==> config.mk <==
export PLATFORM = sky130hd
export DESIGN_NAME = control_pipe_decoder
export DESIGN_NICKNAME = d
export VERILOG_FILES = /design/src/rtl/ctrl_pkg.sv /design/src/rtl/control_main_decoder_ext.sv /design/src/rtl/control_pipe_decoder.sv
export SDC_FILE = /design/constraint.sdc
export NUM_CORES = 1
export LEC_CHECK = 0
export ABC_CLOCK_PERIOD_IN_PS = 1000
export CORE_MARGIN = 5
export CORE_UTILIZATION = 40
export DETAILED_ROUTE_END_ITERATION = 8
export PLACE_DENSITY = 0.78
export SYNTH_ARGS = -nofsm -noshare
export SYNTH_HDL_FRONTEND = slang
export SYNTH_HIERARCHICAL = 1
export SYNTH_SLANG_ARGS = --single-unit
==> constraint.sdc <==
create_clock -name clk -period 1 [get_ports clk]
set_input_delay 0.2 -clock clk [delete_from_list [all_inputs] [get_ports clk]]
set_output_delay 0.2 -clock clk [all_outputs]
set_load 0.01 [all_outputs]
==> src/rtl/ctrl_pkg.sv <==
// ============================================================================
// Module   : ctrl_pkg
// Brief    : Opcode, immediate, ALU-op and result-select encodings plus the
//            control bundle shared by the decoder and its pipeline.
// Revision : 1.0
// ============================================================================
`default_nettype none

package ctrl_pkg;

  localparam logic [6:0] OP_LOAD  = 7'd3;
  localparam logic [6:0] OP_STORE = 7'd35;
  localparam logic [6:0] OP_R     = 7'd51;
  localparam logic [6:0] OP_BR    = 7'd99;
  localparam logic [6:0] OP_I     = 7'd19;
  localparam logic [6:0] OP_JAL   = 7'd111;
  localparam logic [6:0] OP_JALR  = 7'd103;
  localparam logic [6:0] OP_LUI   = 7'd55;
  localparam logic [6:0] OP_AUIPC = 7'd23;

  localparam logic [2:0] IMM_I = 3'd0;
  localparam logic [2:0] IMM_S = 3'd1;
  localparam logic [2:0] IMM_B = 3'd2;
  localparam logic [2:0] IMM_J = 3'd3;
  localparam logic [2:0] IMM_U = 3'd4;

  localparam logic [1:0] ALUOP_ADD   = 2'b00;
  localparam logic [1:0] ALUOP_SUB   = 2'b01;
  localparam logic [1:0] ALUOP_FUNCT = 2'b10;
  localparam logic [1:0] ALUOP_PASSB = 2'b11;

  localparam logic [1:0] RES_ALU = 2'b00;
  localparam logic [1:0] RES_MEM = 2'b01;
  localparam logic [1:0] RES_PC4 = 2'b10;

  typedef struct packed {
    logic       reg_write;
    logic       mem_write;
    logic       branch;
    logic       jump;
    logic       jalr;
    logic       alu_src;
    logic       alu_a_pc;
    logic [1:0] alu_op;
    logic [1:0] result_src;
  } ctrl_bundle_t;

endpackage

`default_nettype wire

==> src/rtl/control_main_decoder_ext.sv <==
// ============================================================================
// Module   : control_main_decoder_ext
// Brief    : Combinational main decoder with parameter-gated JALR/AUIPC.
// Revision : 1.0
// ============================================================================
`default_nettype none

module control_main_decoder_ext
  import ctrl_pkg::*;
#(
  parameter bit SUPPORT_JALR  = 1'b1,
  parameter bit SUPPORT_AUIPC = 1'b1,
  parameter int IMM_SRC_W     = 3
) (
  input  logic                 instr_valid,
  input  logic [6:0]           opcode,
  output ctrl_bundle_t         ctrl,
  output logic [IMM_SRC_W-1:0] imm_src,
  output logic                 illegal
);

  ctrl_bundle_t w_ctrl;
  logic [2:0]   w_imm;
  logic         w_known;

  always_comb begin
    w_ctrl  = '0;
    w_imm   = IMM_I;
    w_known = 1'b1;
    case (opcode)
      OP_LOAD: begin
        w_ctrl.reg_write  = 1'b1;
        w_ctrl.alu_src    = 1'b1;
        w_ctrl.result_src = RES_MEM;
      end
      OP_STORE: begin
        w_ctrl.mem_write = 1'b1;
        w_ctrl.alu_src   = 1'b1;
        w_imm            = IMM_S;
      end
      OP_R: begin
        w_ctrl.reg_write = 1'b1;
        w_ctrl.alu_op    = ALUOP_FUNCT;
      end
      OP_BR: begin
        w_ctrl.branch = 1'b1;
        w_ctrl.alu_op = ALUOP_SUB;
        w_imm         = IMM_B;
      end
      OP_I: begin
        w_ctrl.reg_write = 1'b1;
        w_ctrl.alu_src   = 1'b1;
        w_ctrl.alu_op    = ALUOP_FUNCT;
      end
      OP_JAL: begin
        w_ctrl.reg_write  = 1'b1;
        w_ctrl.jump       = 1'b1;
        w_ctrl.result_src = RES_PC4;
        w_imm             = IMM_J;
      end
      OP_LUI: begin
        w_ctrl.reg_write = 1'b1;
        w_ctrl.alu_src   = 1'b1;
        w_ctrl.alu_op    = ALUOP_PASSB;
        w_imm            = IMM_U;
      end
      OP_JALR: begin
        if (SUPPORT_JALR) begin
          w_ctrl.reg_write  = 1'b1;
          w_ctrl.alu_src    = 1'b1;
          w_ctrl.alu_op     = ALUOP_FUNCT;
          w_ctrl.jump       = 1'b1;
          w_ctrl.jalr       = 1'b1;
          w_ctrl.result_src = RES_PC4;
        end else begin
          w_known = 1'b0;
        end
      end
      OP_AUIPC: begin
        if (SUPPORT_AUIPC) begin
          w_ctrl.reg_write = 1'b1;
          w_ctrl.alu_src   = 1'b1;
          w_ctrl.alu_a_pc  = 1'b1;
          w_ctrl.alu_op    = ALUOP_ADD;
          w_imm            = IMM_U;
        end else begin
          w_known = 1'b0;
        end
      end
      default: w_known = 1'b0;
    endcase
  end

  // Bubbles and unknown opcodes collapse to an all-zero bundle
  always_comb begin
    ctrl    = '0;
    imm_src = '0;
    if (instr_valid && w_known) begin
      ctrl         = w_ctrl;
      imm_src[2:0] = w_imm;
    end
  end

  assign illegal = instr_valid & ~w_known;

endmodule

`default_nettype wire

==> src/rtl/control_pipe_decoder.sv <==
// ============================================================================
// Module   : control_pipe_decoder
// Brief    : Decode-stage control plus ID/EX, EX/MEM, MEM/WB control registers.
// Revision : 1.0
// ============================================================================
`default_nettype none

module control_pipe_decoder
  import ctrl_pkg::*;
#(
  parameter bit SUPPORT_JALR  = 1'b1,
  parameter bit SUPPORT_AUIPC = 1'b1,
  parameter int IMM_SRC_W     = 3
) (
  input  logic                 clk,
  input  logic                 rst_n,
  input  logic                 instr_valid_d,
  input  logic [6:0]           opcode_d,
  input  logic [2:0]           funct3_d,
  input  logic                 stall_e,
  input  logic                 flush_e,
  output logic [IMM_SRC_W-1:0] imm_src_d,
  output logic                 illegal_d,
  output logic                 branch_e,
  output logic                 jump_e,
  output logic                 jalr_e,
  output logic                 alu_src_e,
  output logic                 alu_a_pc_e,
  output logic [1:0]           alu_op_e,
  output logic [2:0]           funct3_e,
  output logic [1:0]           result_src_e,
  output logic                 reg_write_m,
  output logic                 mem_write_m,
  output logic [1:0]           result_src_m,
  output logic                 reg_write_w,
  output logic [1:0]           result_src_w,
  output logic                 illegal_sticky
);

  ctrl_bundle_t w_ctrl_d;
  logic [2:0]   w_funct3_d;

  ctrl_bundle_t r_ctrl_e;
  logic [2:0]   r_funct3_e;
  logic         r_reg_write_m;
  logic         r_mem_write_m;
  logic [1:0]   r_result_src_m;
  logic         r_reg_write_w;
  logic [1:0]   r_result_src_w;
  logic         r_illegal_sticky;

  control_main_decoder_ext #(
    .SUPPORT_JALR (SUPPORT_JALR),
    .SUPPORT_AUIPC(SUPPORT_AUIPC),
    .IMM_SRC_W    (IMM_SRC_W)
  ) u_dec (
    .instr_valid(instr_valid_d),
    .opcode     (opcode_d),
    .ctrl       (w_ctrl_d),
    .imm_src    (imm_src_d),
    .illegal    (illegal_d)
  );

  assign w_funct3_d = (instr_valid_d && !illegal_d) ? funct3_d : 3'b000;

  // A stalled E instruction stays put, so EX/MEM takes a bubble to avoid duplicating it
  always_ff @(posedge clk or negedge rst_n) begin
    if (!rst_n) begin
      r_ctrl_e         <= '0;
      r_funct3_e       <= '0;
      r_reg_write_m    <= 1'b0;
      r_mem_write_m    <= 1'b0;
      r_result_src_m   <= '0;
      r_reg_write_w    <= 1'b0;
      r_result_src_w   <= '0;
      r_illegal_sticky <= 1'b0;
    end else begin
      if (flush_e) begin
        r_ctrl_e   <= '0;
        r_funct3_e <= '0;
      end else if (!stall_e) begin
        r_ctrl_e   <= w_ctrl_d;
        r_funct3_e <= w_funct3_d;
      end
      r_reg_write_m    <= stall_e ? 1'b0 : r_ctrl_e.reg_write;
      r_mem_write_m    <= stall_e ? 1'b0 : r_ctrl_e.mem_write;
      r_result_src_m   <= stall_e ? RES_ALU : r_ctrl_e.result_src;
      r_reg_write_w    <= r_reg_write_m;
      r_result_src_w   <= r_result_src_m;
      r_illegal_sticky <= r_illegal_sticky | illegal_d;
    end
  end

  assign branch_e       = r_ctrl_e.branch;
  assign jump_e         = r_ctrl_e.jump;
  assign jalr_e         = r_ctrl_e.jalr;
  assign alu_src_e      = r_ctrl_e.alu_src;
  assign alu_a_pc_e     = r_ctrl_e.alu_a_pc;
  assign alu_op_e       = r_ctrl_e.alu_op;
  assign result_src_e   = r_ctrl_e.result_src;
  assign funct3_e       = r_funct3_e;
  assign reg_write_m    = r_reg_write_m;
  assign mem_write_m    = r_mem_write_m;
  assign result_src_m   = r_result_src_m;
  assign reg_write_w    = r_reg_write_w;
  assign result_src_w   = r_result_src_w;
  assign illegal_sticky = r_illegal_sticky;

endmodule

`default_nettype wire

-- After elaboration in Yosys (flattened, before gate mapping)
Index checks and enable logic that the tools add are counted.
- logic and storage cells: 59
- bits of input ports: 15
- bits in registers: 22
- equal/unequal tests: 10
- bitwise operators: 3
- reduce and logical (&&, ||, !) cells: 9
- mux-type cells: 21
- operators with widths (operator ; count):
    $mux 11 ; 3
    $eq 7x6->1 const B ; 3
    $eq 7x7->1 const B ; 3
    $eq 7x5->1 const B ; 2
    $mux 3 ; 4
    $pmux 3 s4 ; 1
    $mux 1 ; 10
    $reduce_or 9->1 ; 1
    $eq 7x2->1 const B ; 1
    $reduce_or 7->1 ; 1
    $pmux 2 s3 ; 1
    $reduce_or 6->1 ; 1
    $pmux 2 s2 ; 1
    $reduce_or 2->1 ; 2
    $reduce_or 3->1 ; 1
    $logic_and 1x1->1 ; 2
    $mux 2 ; 1
    $ne 2x1->1 const B ; 1
    $and 1x1->1 ; 1
    $logic_not 1->1 ; 1
    $not 1->1 ; 1
    $or 1x1->1 ; 1

-- Longest topological paths before layout
- word-level depth: 10
- gate-level depth with buffers: 6

-- Cells and area by module
The synthesis kept the hierarchy.
- modules (own cells, without submodules) (module ; area each (um^2) ; cells each ; sequential area each (um^2) ; times used):
    control_pipe_decoder ; 868.3 ; 65 ; 550.5 ; 1
    control_main_decoder_ext ; 244.0 ; 43 ; 0.0 ; 1

-- Worst setup path after synthesis
No wires, ideal clock.
- path type: input-to-reg
- start point: input port opcode_d[6]
- end point: register r_illegal_sticky, in the netlist illegal_sticky
- data required time: 0.873 ns
- cell stages on the path: 3
- arrival: 1.193 ns
- path slack: -0.320 ns
- library setup time: 0.127 ns
- cells stage by stage: or4_1 -> o311a_1 -> or2_2
- word-level cells in the longest chain between the ends: 6
- ends and longest elaborated chain (item ; RTL line ; RTL):
    from (decl) ; control_pipe_decoder.sv:18 ; input logic [6:0] opcode_d,
    $eq 7x6->1 (tied with other cells) ; control_main_decoder_ext.sv:30 ; case (opcode)
    $reduce_or 9->1 (no line) * ; - ;
    $mux 1 * ; - ;
    $not 1->1 * ; control_main_decoder_ext.sv:104 ; assign illegal = instr_valid & ~w_known;
    $and 1x1->1 * ; control_main_decoder_ext.sv:104 ;
    net illegal_d ; control_pipe_decoder.sv:23 ; output logic illegal_d,
    $or 1x1->1 * ; control_pipe_decoder.sv:90 ; r_illegal_sticky <= r_illegal_sticky | illegal_d;
    to (signal assigned) ; control_pipe_decoder.sv:90 ;
    to (decl) ; control_pipe_decoder.sv:50 ; logic r_illegal_sticky;
The timed path passes the listed nets; every way through them passes the cells marked *.
A chain may end at the register's enable or synchronous reset.

-- Final worst setup path
- start point: input port opcode_d[2]
- end point: output port illegal_d
- word-level cells in the longest chain between the ends: 5
- ends and longest elaborated chain (item ; RTL line):
    $eq 7x6->1 (tied with other cells) ; control_main_decoder_ext.sv:30
    $reduce_or 9->1 (no line) * ; -
    $mux 1 * ; -
    $not 1->1 * ; control_main_decoder_ext.sv:104
    $and 1x1->1 * ; control_main_decoder_ext.sv:104
    to (decl) ; control_pipe_decoder.sv:23
Mark *: on every way between the ends. The rest lies on a longest branch, timed or not.

==> metrics.md <==
| Metric | Value |
|---|---|
| Status | complete, but fails checks |
| Failing checks | negative setup slack |
| R2R setup slack | 0.04 ns |
| Max VDD drop | 1.44 mV |
| CP Capture Type | primary output |
| Worst setup margin | -0.285 ns |
| Lkg Pwr | 0.976 nW |
| Synth area leader | dfrtp_1 |
| RD Place Congestion | 0.820 |
| Startpoint types | primary input |
| Hold buffers post-CTS | 0 |
| Diode count | 0 |
| Number of I/O pins | 39 |
| FP Rows | 19 |
| Max H-tree Level | 1 |
| Compound-gate portion of the synthesized area | 0.0596 |
| Post-synth top area share | 0.495 |
| Post-synthesis cell type count | 28 |
| Vias | 1099 |
| Chip height | 62.7 um |
| Minimum clock period after layout | 1.29 ns |
| Setup violations, final | 30 |
| Mapped Area | 0.00111 mm2 |
| CP arrival | 1.09 ns |
| Dpl cell area | 0.00171 mm2 |
| Initial antenna violation count | 0 |
| Worst-Margin Slew | 0.234 ns |
| Remaining DRCs | 0 |
| Slew margin rel. | 0.842 |
| Dpl ws | -1.08 ns |
| Final #Nets | 199 |
| Commonest non-fill, non-tap cells in the layout | buf_4, dfrtp_1, buf_2 |
| Post-DP HPWL | 2160 um |
| I/O Buffers | 38 |
| Mean Syn Cell Area | 10.3 um2 |
| Fmax | 778 MHz |
| Combinational family with the most area after synthesis | simple AND/OR/NAND/NOR gates |
| FF-to-FF path depth | 4 |
| Clk buf depth | 2 |
| Worst-Skew Late Latency | 0.30 ns |
| First-pass DRT Iterations | 7 |
| CTS tree | yes |
| Synth Warn # | 6 |
| Most common cell after layout, fill and taps aside | buf_4 |
| Number of buffers created by CTS | 3 |
| Reg-to-Reg Start | result_src_e[1]$_DFFE_PN0P_ |
| Simple logic cell fraction of the synthesized area | 0.268 |
| Pwr Density | 1020 mW/mm2 |
| CTS Sinks | 22 |
| Critical path class | in2out |
| RSZ-0062 raised after global routing | yes |
| Share of cells above drive strength 1 | 0.585 |
| CP required | 0.80 ns |
| Sequential share of the synthesized area | 0.495 |
| GRT Total Usage | 0.162 |
| Mapped Nets | 123 |
| Largest cells by area after synthesis | dfrtp_1, mux2i_1, nor2_1 |
| Vias per cell | 5.14 |
| Largest net degree at the start of global routing | 23 |
| Chip Width | 62.7 um |
| WHS | 0.226 ns |
| Die ar. | 0.00394 mm2 |
| MaxCap Viol Count | 0 |
| Post-synthesis adder-cell area fraction | 0 |
| Final Skew | 0.00469 ns |
| Vias in the first global route | 1120 |
| Iter 0 DRT Violations | 31 |
| First-pass GRT wire length | 5250 um |
| Reg clk slew, reported paths | 0.12 ns |
| Post-synthesis xor/xnor area fraction | 0 |
| Seq cells post-synth | 22 |
| Mux contribution to synthesized area | 0.0990 |
| Reg-to-reg critical path endpoint | result_src_e[1]$_DFFE_PN0P_ |
| Synth-to-layout area growth | 71.7% |
| Final Hold Violating Endpoints | 0 |
| DR WL/cell | 15.5 um |
| Starting Density | 0.410 |
| DRT Wirelength | 3310 um |
| Tcrit/Tclk final | 1.29 |
| Final instance area | 0.00191 mm2 |
| Max FO, Critical Path | 3 |
| Post-Synthesis Cells | 108 |
| Worst min path class | in2async |
| Grt total ovfl | 0 |
| Antenna viol nets, final | 0 |
| CTS root buf | clkbuf_4 |
| Max-slew violations | 0 |
| Total core area | 0.00271 mm2 |
kinds of logic after synthesis:
| logic type | after synthesis |
|---|---|
| compound gates | 11 |
| buf+inv | 10 |
| flops | 22 |
| mux | 11 |
| simple gates | 54 |
sequential cells by signal, summed over array words and instances (netlist names):
register / count
reg_write_m: 1
funct3_e: 3
jalr_e: 1
illegal_sticky: 1
result_src_e: 2
alu_src_e: 1
alu_op_e: 2
mem_write_m: 1
result_src_m: 2
branch_e: 1
result_src_w: 2
r_ctrl_e: 2
reg_write_w: 1
jump_e: 1
alu_a_pc_e: 1
worst max path at each step:
stage | startpoint | to | slack, ns | cells after the start
after floorplan | opcode_d[6] | illegal_sticky$_DFF_PN0_ | -0.23 | 3
after global placement | opcode_d[1] | illegal_d | -1.05 | 5
after detailed placement | opcode_d[1] | illegal_d | -1.08 | 5
after CTS | opcode_d[0] | illegal_d | -0.31 | 5
after global routing | opcode_d[2] | illegal_d | -0.30 | 5
final | opcode_d[2] | illegal_d | -0.29 | 5
per-layer routing:
metal | share of wire | vias up | track usage
li1 | - | 518 | -
met1 | 0.39 | 538 | 0.178
met2 | 0.55 | 39 | 0.310
met3 | 0.050 | 4 | 0.0504
met4 | 0.0097 | 0 | 0.0212
met5 | 0 | - | 0
what timing repair did:
action                     in CTS  in global routing
setup endpoints to repair      39                 33
resized for setup             152                 17
buffers inserted               12                  6
pin swaps                      13                 11
stage by stage:
stage / utilization / std cells / power [mW] / TNS, ns
floorplan: - / 108 / 1.04 / -1.04
global placement: 0.632 / 194 / 1.20 / -16.01
detailed placement: 0.632 / 194 / 1.21 / -16.90
CTS: 0.664 / 210 / 1.92 / -2.33
global route: 0.705 / 214 / 2.03 / -3.49
finish: 0.705 / 214 / 1.94 / -2.22
worst max-delay path: stages:
cell	delay (ns)
buf_8	0.09
nor2b_4	0.12
or4_4	0.41
o311a_4	0.14
buf_6	0.12
cells in the mapped netlist:
| master | n |
|---|---|
| buf_12 | 1 |
| a22oi_1 | 1 |
| nor2b_1 | 2 |
| and3b_1 | 1 |
| nor3b_1 | 1 |
| and2b_2 | 5 |
| and3_2 | 1 |
| nor2b_2 | 1 |
| nor2_1 | 19 |
| dfrtp_1 | 22 |
| or3_1 | 1 |
| nand2b_1 | 1 |
| clkbuf_1 | 1 |
| a21oi_1 | 6 |
| nor3_1 | 3 |
| a21oi_2 | 1 |
| nand4bb_1 | 3 |
| or2_2 | 1 |
| or4_1 | 1 |
| mux2i_1 | 11 |
| buf_4 | 5 |
| inv_1 | 1 |
| o21ai_0 | 2 |
| o311a_1 | 1 |
| buf_6 | 2 |
| nand2_1 | 8 |
| nand3_1 | 4 |
| nor4_1 | 2 |
power breakdown:
part / internal [mW] / switching (mW) / total, mW
registers: 0.894 / 0.00268 / 0.897
logic: 0.209 / 0.165 / 0.374
clock network: 0.405 / 0.264 / 0.669
total: 1.51 / 0.432 / 1.94
cell type report:
| cell class | count | area, um2 |
|---|---|---|
| multi-input combinational | 76 | 586 |
| inverter | 1 | 6.26 |
| sequential | 22 | 551 |
| tap | 31 | 38.8 |
| fill | 214 | 801 |
| timing repair buffer | 80 | 676 |
| clock buffer | 3 | 22.5 |
| clock inverter | 1 | 30.0 |
Power figures use the tool's default switching activity.
==> edit (same settings) <==
`IMM_SRC_W` is set to 3 in 2 places; all go to 5.
--- a/src/rtl/control_main_decoder_ext.sv
+++ b/src/rtl/control_main_decoder_ext.sv
@@ -11,5 +11,5 @@
   parameter bit SUPPORT_JALR  = 1'b1,
   parameter bit SUPPORT_AUIPC = 1'b1,
-  parameter int IMM_SRC_W     = 3
+  parameter int IMM_SRC_W     = 5
 ) (
   input  logic                 instr_valid,
--- a/src/rtl/control_pipe_decoder.sv
+++ b/src/rtl/control_pipe_decoder.sv
@@ -11,5 +11,5 @@
   parameter bit SUPPORT_JALR  = 1'b1,
   parameter bit SUPPORT_AUIPC = 1'b1,
-  parameter int IMM_SRC_W     = 3
+  parameter int IMM_SRC_W     = 5
 ) (
   input  logic                 clk,
Interface: changed (resized imm_src_d); port bits go from 39 to 41. No check against the original RTL was run, so the function may have changed too.
==> edit against the unedited design <==
  * The run still ends with negative setup slack left
  * Synthesized cell count rose by 2.8%
  * Final area rose by 3.1%
  * Clock skew fell by 0.0040 ns
  * Setup slack got worse by 0.026 ns
  * Register-to-register slack improved by 0.02 ns
  * Area after synthesis rose by 1.7%
  * Total power rose by 1.5%
  * Routed wire length rose by 15%
  * Sequential cell count did not move
  * Critical endpoint unchanged
  * Largest power group unchanged
==> edit: results (changes against the unedited design) <==
Logic synthesis
  • Ys flop type: dfrtp_1
  • Most frequent cells after synthesis: dfrtp_1, nor2_1, mux2i_1, nand2_1, buf_4
  • Synth unique cells: 29 (+3.6%)
  • Post-synth ARST share: 1.00 (unchanged)
  • Synth Warn #: 6 (unchanged)
  • Top cell type's share of synthesized area: 0.487 (-0.00821)
  • Area contributors post-synth: dfrtp_1, mux2i_1, nor2_1
  • Register area share after synthesis: 0.487 (-0.00821)

GRT
  • First-pass GRT wire length: 5660 um (+7.8%)
  • GRT Overall Usage: 0.174 (+0.0117)
  • Largest net degree at the start of global routing: 23 (unchanged)
  • Vias in the first global route: 1,221 (+9.0%)
  • Antenna violations before repair: 0 (unchanged)

Finish
  • Layout cells sized above 1: 0.588 (+0.00321)
  • # diodes: 0 (unchanged)
  • Max reg flops: 3 (unchanged)
  • Post-layout nets: 198 (-0.50%)
  • Fillers: 196 (-8.4%)

Timing
  • Setup-failing EPs final: 30 (unchanged)
  • Setup slack after layout: -0.312 ns (-0.0262 ns)
  • Final clock skew: 0.000722 ns (-0.00397 ns)
  • Setup_tns: -2.37 ns (-0.150 ns)

Min path
  • Hold crit path type: input port to asynchronous set/reset pin

Setup path
  • Flop2flop setup slack: 0.06 ns (+0.02 ns)
  • Critical Path Fanout Max: 3 (unchanged)
  • R2R Path Start: alu_a_pc_e
  • CP peak stage delay: 0.52 ns (+0.11 ns)
  • R2R Path End: alu_a_pc_e
  • R2R depth: 4 (unchanged)
  • Worst path arrival time: 1.11 ns (+0.02 ns)
  • Worst path slowest cell: or4_4

Drt
  • DR vias: 1,135 (+3.3%)
  • Initial drt markers: 34 (+9.7%)
  • DRT Pass-1 Iters: 4 (-3)
  • Wirelength, routed: 3800 um (+15%)

Power
  • Maximum VDD drop: 0.00133 V (-8.0%)
  • Leak: 1.00 nW (+2.5%)

Place
  • Final GP Congestion: 0.803 (-2.1%)
  • Port Buf Inserts: 38 (unchanged)
  • Pre-CTS setup slack: -1.09 ns (-0.0137 ns)
  • DP Wirelength: 2210 um (+2.1%)

Clock tree
  • CTS Buf Count: 3 (unchanged)
  • Clock-pin slew of the registers on the worst-case setup and hold paths: 0.12 ns (about the same)
  • Clock latency on the worst-skew pair: 0.30 ns (about the same)
  • CTS max path bufs: 2 (unchanged)
  • Root Buffer: clkbuf_4
  • CTS HTree Levels: 1 (unchanged)

Run status
  • Failing checks: negative setup slack
  • Outcome: complete, but fails checks
edit: layer usage:
metal / track usage / wire [um]
met3: 0.0622 / 222
met4: 0.0831 / 115
met2: 0.315 / 2130
met1: 0.174 / 1330
met5: 0 / 0
edit: logic make-up (layout without fill, tap and decap cells):
logic type | count (synthesis) | after routing | synth area share
simple gates | 54 | 54 | 0.263
flops | 22 | 22 | 0.487
buf+inv | 12 | 82 | 0.0907
compound gates | 11 | 11 | 0.0586
mux | 11 | 11 | 0.0973
other cells | 1 | 2 | 0.00332
edit: layout make-up:
class | count | area, um2 | area share
timing repair buffer | 77 | 647 | 0.329
tap | 31 | 38.8 | 0.0197
multi-input combinational | 78 | 676 | 0.343
clock buffer | 3 | 22.5 | 0.0114
clock inverter | 1 | 30.0 | 0.0153
inverter | 1 | 3.75 | 0.00191
sequential | 22 | 551 | 0.280
edit: metrics by stage:
step                      cells  power (mW)  hold slack [ns]   util  instance area (um2)
after detailed placement    191        1.21            0.364  0.616                 1680
after global placement      191        1.20            0.361  0.616                 1680
after global routing        213        2.07            0.241  0.720                 1970
final                       213        1.97            0.255  0.720                 1970
after CTS                   207        1.93            0.221  0.653                 1790
after floorplan             112        1.04          -0.0956      -                 1170
edit: worst max-delay path: cells and delay by family:
family	cells	cell delay, ns
simple gates	1	0.52
buf+inv	2	0.25
compound gates	1	0.14
edit: how the worst max path moves through the flow:
| stage | end | startpoint | slack [ns] | cells past startpoint |
|---|---|---|---|---|
| after floorplan | illegal_sticky | opcode_d[6] | -0.23 | 3 |
| after global placement | illegal_d | opcode_d[1] | -1.05 | 5 |
| after detailed placement | illegal_d | opcode_d[1] | -1.09 | 5 |
| after CTS | illegal_d | opcode_d[0] | -0.32 | 5 |
| after global routing | illegal_d | opcode_d[3] | -0.33 | 4 |
| final | illegal_d | opcode_d[3] | -0.31 | 4 |
edit: report_power, final:
group,internal [mW],switching [mW]
registers,0.894,0.00270
logic,0.211,0.194
clock network,0.405,0.261
edit: what timing repair did:
item | 4_1_cts | 5_1_grt
setup endpoints to repair | 39 | 32
endpoints found under the hold margin | 0 | 0
setup buffers | 12 | 6
pin swaps | 10 | 5
resized for setup | 156 | 21
